## src/rtl/roll_arbiter_if.sv

```systemverilog
// Requester-side bus of the dice-roll arbiter: request/accept plus the response strobe.
// master is the requester side; slave is the arbiter side.
interface roll_arbiter_if #(
    parameter int N_REQ    = 4,
    parameter int RESULT_W = 5
);
    logic [N_REQ-1:0]    req_valid;
    logic [4*N_REQ-1:0]  req_die;
    logic [N_REQ-1:0]    req_ready;
    logic [N_REQ-1:0]    rsp_valid;
    logic [RESULT_W-1:0] rsp_data;
    logic                rsp_err;

    modport master (
        output req_valid, req_die,
        input  req_ready, rsp_valid, rsp_data, rsp_err
    );

    modport slave (
        input  req_valid, req_die,
        output req_ready, rsp_valid, rsp_data, rsp_err
    );
endinterface

```

## src/rtl/roll_arbiter.sv

```systemverilog
// Round-robin arbiter sharing one dice-roll engine between N_REQ requesters, with engine timeout.
// Optional macro ROLL_ARB_DIE_CHECK_EN answers invalid die codes locally instead of starting the engine.
module roll_arbiter #(
    parameter int N_REQ          = 4,
    parameter int RESULT_W       = 5,
    parameter int TIMEOUT_CYCLES = 1024
) (
    input  logic                clk,
    input  logic                reset,
    roll_arbiter_if.slave       req_bus,
    output logic                eng_start,
    output logic [3:0]          eng_die,
    output logic                eng_abort,
    input  logic                eng_done,
    input  logic [RESULT_W-1:0] eng_result,
    output logic                busy
);
    localparam int IDX_W = $clog2(N_REQ);
    localparam int CNT_W = $clog2(TIMEOUT_CYCLES);

    typedef enum logic [1:0] {IDLE, ISSUE, WAIT, RESP} state_t;

    state_t           state;
    state_t           next_state;
    logic [IDX_W-1:0] rr_ptr;
    logic [IDX_W-1:0] grant;
    logic [IDX_W-1:0] cand;
    logic [IDX_W-1:0] win_idx;
    logic             win_found;
    logic             win_bad;
    logic [3:0]       win_die;
    logic [3:0]       die_lat;
    logic [CNT_W-1:0] wait_cnt;
    logic             timeout_hit;

    // Scan requesters starting at rr_ptr; the first one asserting req_valid wins.
    always_comb begin
        win_found = 1'b0;
        win_idx   = '0;
        cand      = '0;
        for (int i = 0; i < N_REQ; i++) begin
            cand = IDX_W'((int'(rr_ptr) + i) % N_REQ);
            if (!win_found && req_bus.req_valid[cand]) begin
                win_found = 1'b1;
                win_idx   = cand;
            end
        end
    end

    assign win_die = req_bus.req_die[{win_idx, 2'b00} +: 4];

`ifdef ROLL_ARB_DIE_CHECK_EN
    assign win_bad = (win_die > 4'd5);
`else
    assign win_bad = 1'b0;
`endif

    assign timeout_hit = (wait_cnt == CNT_W'(TIMEOUT_CYCLES - 1));

    always_ff @(posedge clk) begin
        if (reset) begin
            state <= IDLE;
        end else begin
            state <= next_state;
        end
    end

    always_comb begin
        next_state = state;
        case (state)
            IDLE:    if (win_found) next_state = win_bad ? RESP : ISSUE;
            ISSUE:   next_state = WAIT;
            WAIT:    if (eng_done || timeout_hit) next_state = RESP;
            RESP:    next_state = IDLE;
            default: next_state = IDLE;
        endcase
    end

    // Outputs are registered from the transition being taken, so each appears in the state it belongs to.
    always_ff @(posedge clk) begin
        if (reset) begin
            rr_ptr            <= '0;
            grant             <= '0;
            die_lat           <= 4'hF;
            wait_cnt          <= '0;
            req_bus.req_ready <= '0;
            req_bus.rsp_valid <= '0;
            req_bus.rsp_data  <= '0;
            req_bus.rsp_err   <= 1'b0;
            eng_start         <= 1'b0;
            eng_abort         <= 1'b0;
            eng_die           <= 4'hF;
            busy              <= 1'b0;
        end else begin
            req_bus.req_ready <= '0;
            req_bus.rsp_valid <= '0;
            req_bus.rsp_data  <= '0;
            req_bus.rsp_err   <= 1'b0;
            eng_start         <= 1'b0;
            eng_abort         <= 1'b0;
            eng_die           <= 4'hF;
            busy              <= (next_state != IDLE);
            case (state)
                IDLE: begin
                    if (win_found) begin
                        grant                      <= win_idx;
                        die_lat                    <= win_die;
                        req_bus.req_ready[win_idx] <= 1'b1;
                        if (win_bad) begin
                            req_bus.rsp_valid[win_idx] <= 1'b1;
                            req_bus.rsp_err            <= 1'b1;
                        end else begin
                            eng_start <= 1'b1;
                            eng_die   <= win_die;
                        end
                    end
                end
                ISSUE: begin
                    wait_cnt <= '0;
                    eng_die  <= die_lat;
                end
                WAIT: begin
                    wait_cnt <= wait_cnt + 1'b1;
                    // A result arriving in the timeout cycle still counts as a good roll.
                    if (eng_done) begin
                        req_bus.rsp_valid[grant] <= 1'b1;
                        req_bus.rsp_data         <= eng_result;
                    end else if (timeout_hit) begin
                        req_bus.rsp_valid[grant] <= 1'b1;
                        req_bus.rsp_err          <= 1'b1;
                        eng_abort                <= 1'b1;
                    end else begin
                        eng_die <= die_lat;
                    end
                end
                RESP: begin
                    rr_ptr <= (grant == IDX_W'(N_REQ - 1)) ? '0 : grant + 1'b1;
                end
                default: ;
            endcase
        end
    end
endmodule

```

## src/flat_wrapper.sv

```systemverilog
// flat-port wrapper written by rule: the top's interface ports become plain ports
module roll_arbiter_flat 
#(
    parameter int N_REQ          = 4,
    parameter int RESULT_W       = 5,
    parameter int TIMEOUT_CYCLES = 1024
)
  (clk, reset, eng_start, eng_die, eng_abort, eng_done, eng_result, busy, req_bus_req_valid, req_bus_req_die, req_bus_req_ready, req_bus_rsp_valid, req_bus_rsp_data, req_bus_rsp_err);
  roll_arbiter_if #(.N_REQ(N_REQ), .RESULT_W(RESULT_W)) req_bus_i ();
  input  logic clk;
  input  logic reset;
  output logic eng_start;
  output logic [3:0] eng_die;
  output logic eng_abort;
  input  logic eng_done;
  input  logic [RESULT_W-1:0] eng_result;
  output logic busy;
  input wire logic [$bits(req_bus_i.req_valid)-1:0] req_bus_req_valid;
  input wire logic [$bits(req_bus_i.req_die)-1:0] req_bus_req_die;
  output wire logic [$bits(req_bus_i.req_ready)-1:0] req_bus_req_ready;
  output wire logic [$bits(req_bus_i.rsp_valid)-1:0] req_bus_rsp_valid;
  output wire logic [$bits(req_bus_i.rsp_data)-1:0] req_bus_rsp_data;
  output wire logic [$bits(req_bus_i.rsp_err)-1:0] req_bus_rsp_err;
  assign req_bus_i.req_valid = req_bus_req_valid;
  assign req_bus_i.req_die = req_bus_req_die;
  assign req_bus_req_ready = req_bus_i.req_ready;
  assign req_bus_rsp_valid = req_bus_i.rsp_valid;
  assign req_bus_rsp_data = req_bus_i.rsp_data;
  assign req_bus_rsp_err = req_bus_i.rsp_err;
  roll_arbiter #(.N_REQ(N_REQ), .RESULT_W(RESULT_W), .TIMEOUT_CYCLES(TIMEOUT_CYCLES)) u_core (.clk(clk), .reset(reset), .req_bus(req_bus_i), .eng_start(eng_start), .eng_die(eng_die), .eng_abort(eng_abort), .eng_done(eng_done), .eng_result(eng_result), .busy(busy));
endmodule
```

## config.mk

```make
export PLATFORM = sky130hd
export DESIGN_NAME = roll_arbiter_flat
export DESIGN_NICKNAME = d
export VERILOG_FILES = /design/src/rtl/roll_arbiter_if.sv /design/src/rtl/roll_arbiter.sv /design/src/flat_wrapper.sv
export SDC_FILE = /design/constraint.sdc
export NUM_CORES = 1
export LEC_CHECK = 0
export CAP_MARGIN = 20
export CORE_MARGIN = 5
export CORE_UTILIZATION = 40
export DETAILED_ROUTE_END_ITERATION = 16
export MAX_ROUTING_LAYER = met4
export PLACE_DENSITY_LB_ADDON = 0.1
export SYNTH_ARGS = -nofsm -noshare
export SYNTH_HDL_FRONTEND = slang
export SYNTH_SLANG_ARGS = --single-unit
```

## constraint.sdc

```tcl
create_clock -name clk -period 1.5 [get_ports clk]
set_input_delay 0.15 -clock clk [delete_from_list [all_inputs] [get_ports clk]]
set_output_delay 0.15 -clock clk [all_outputs]
set_load 0.005 [all_outputs]
```

==> flow_summary.yaml <==
run_status:
  status: "finished, violations left"
  violations: "setup timing"
die:
  start_util: 0.4135
  pin_count: 49
  dieHeight_um: 77.09
  row_count: 24
  die_area_um2: 5943
  fp.dieW_um: 77.09
  core-area_um2: 4354
drt:
  num_vias: 1675
  post_drt_wl_per_cell_um: 13.92
  vias_per_cell: 5.251
  drc_errors: 0
  drt-total-wl_mm: 4.441
  first_pass_iters: 4
  detail_route.iter0.violations: 80
  drtAntennaViolNets: 0
global_route:
  grt_max_degree: 15
  grt_pass1_vias: 1606
  antenna_found_initial: 0
  grt_pass1_wl_mm: 7.403
  grt_overflow_total: 0
  grt_usage: 0.1555
sta:
  slew_viol_final: 0
  hold-worst-slack_ns: 0.4015
  period_needed_ns: 1.553
  fin_skew_ns: 0.007103
  slew_headroom: 0.7392
  worstMarginPinSlew_ns: 0.3912
  period_share: 1.035
  timing.final.ws_setup_ns: -0.05251
  rsz0062_at_grt: "yes"
  setup_viol: 6
  tns_ns: -0.1838
  final-hold-violation-count: 0
  max_freq_mhz: 644.1
cells_and_area:
  layout_common_cells: "clkdlybuf4s50_1 (44), dfxtp_1 (37), buf_4 (26)"
  fillers: 362
  seq_area_um2: 807.0
  antenna_cells: 0
  multi_input_area_um2: 1109
  syn_to_final_growth_pct: 57.54
  final_common_cell: "clkdlybuf4s50_1"
  final_nets: 304
  drive_above_1_share: 0.2959
  final_core_util: 0.6514
synthesis:
  ys_seq_elements: 40
  synth_edf_count: 0
  synth_area_per_cell_um2: 9.577
  synthCells: 188
  synthArstFlopShare: 0
  yosysTopAreaCell: "dfxtp_1"
  syn-cell-area_um2: 1800
  synth.area.top_cells: "dfxtp_1 (44%), ha_1 (6.9%), mux2i_1 (3.3%)"
  synth_top_area_frac: 0.4448
  dominantRegCellSynth: "dfxtp_1"
  synthesis.nets: 226
  synth.distinct_cells: 45
  yosysSeqAreaShare: 0.4448
  ys_warn_count: 0
cts:
  clock_latency_ns: 0.30
  cts_sinks: 40
  cts_tree: "yes"
  cts_buffers: 5
  cts_root_buf: "clkbuf_8"
  clk_pin_slew_ns: 0.09
  htree_num_levels: 2
  cts_buffer_depth: 2
setup_path:
  path_max_fanout: 8
  criticalPathCategory: "flop to flop"
  cp_top_family: "compound AO/OA/AOI/OAI gates"
  start_kind: "flop"
  critical_path.endpoint_type: "flop"
  critPathBufInv: 2
  cp_slowest_cell: "dfxtp_4"
  path_cells: "buf_6 -> a21oi_2 -> o21a_1 -> o22ai_1 -> buf_4 -> a211o_1 -> o2111ai_2"
  cpPeakStageDelay_ns: 0.40
  cp.arrival_ns: 1.72
  crit_required_ns: 1.67
pwr:
  power_density_nw_per_um2: 1388
  totalPowerFinal_w: 0.003937
  vdd_drop_max_v: 0.0008256
  p_leak_nw: 1.074
placed_design:
  hpwl_mm: 3.157
  dp_worst_setup_slack_ns: -0.3992
  port_buffers: 48
  globalplace.congestion: 0.8315
min_path:
  hold_path.class: "input pin to flop"
flow_run:
  maxCapViolations: 0
synthesized netlist by cell type, types with 4 or more instances:
master	number
nand2_1	9
o21ai_0	7
nand3_1	5
nand4_1	7
nor2_1	15
o2111ai_1	4
a21oi_1	10
mux2i_1	6
inv_1	7
and2_1	9
ha_1	10
dfxtp_1	40
nand2b_1	4
o211ai_1	4
o31ai_1	4
final timing paths:
| kind | to | slack, ns | depth (start not counted) | from |
|---|---|---|---|---|
| worst max-delay path | u_core.eng_die[3]$_SDFF_PP1_ | -0.05 | 7 | u_core.rr_ptr[1]$_SDFFE_PP0N_ |
| worst min register to register | u_core.die_lat[2]$_SDFFE_PP1P_ | 0.48 | 2 | u_core.die_lat[2]$_SDFFE_PP1P_ |
| worst min-delay path | u_core.req_bus.rsp_data[4]$_SDFF_PP0_ | 0.40 | 2 | eng_result[4] |
| worst max register to register | u_core.eng_die[3]$_SDFF_PP1_ | -0.05 | 7 | u_core.rr_ptr[1]$_SDFFE_PP0N_ |
metal layers:
layer,global-route usage,part of all wire
met1,0.1853,0.46
met5,-,0
met3,0.04333,0.041
met4,0.04639,0.012
met2,0.2555,0.49
kinds of logic after synthesis:
family / share of synthesized area
xor gates and xnor gates: 0.02919
buffers and inverters: 0.03405
adders and majority gates: 0.06949
and+or+nand+nor: 0.2064
DFF: 0.4448
muxes: 0.05212
AOI/OAI and AO/OA: 0.1640
sequential cells by signal, indices dropped and copies added (netlist names):
signal	cells
u_core.req_bus.req_ready	4
u_core.req_bus.rsp_data	5
u_core.grant	2
u_core.rr_ptr	2
u_core.die_lat	4
u_core.req_bus.rsp_err	1
u_core.eng_start	1
u_core.busy	1
u_core.wait_cnt	10
u_core.state	2
u_core.req_bus.rsp_valid	4
u_core.eng_die	4
report_power, final:
part / internal, W / switching, W / leakage (nW)
Combinational: 0.000856 / 0.000806 / 0.687
Clock: 0.000501 / 0.000407 / 0.0583
Sequential: 0.00127 / 0.0000968 / 0.328
Total: 0.00263 / 0.00131 / 1.07
final cells by class:
type / instances / area share
flip-flops and latches: 40 / 0.2845
clock inverters: 3 / 0.01676
clock buffers: 5 / 0.02426
multi-input cells: 135 / 0.3908
repair buffers: 77 / 0.2514
well taps: 52 / 0.02294
inverters: 7 / 0.009263
metrics by stage:
stage / cell area, um^2 / cells
floorplan: 1808 / 188
global placement: 2497 / 306
detailed placement: 2497 / 306
CTS: 2711 / 316
global route: 2836 / 319
finish: 2836 / 319
repair_timing:
| action | 4_1_cts | 5_1_grt |
|---|---|---|
| setup buffers | 2 | 3 |
| pin swaps | 8 | 14 |
| resized for setup | 18 | 26 |
| endpoints found under the setup margin | 20 | 27 |
| hold buffers | 0 | 0 |
| hold endpoints to repair | 0 | 0 |
Note: power is estimated with default switching activity, not from simulation.
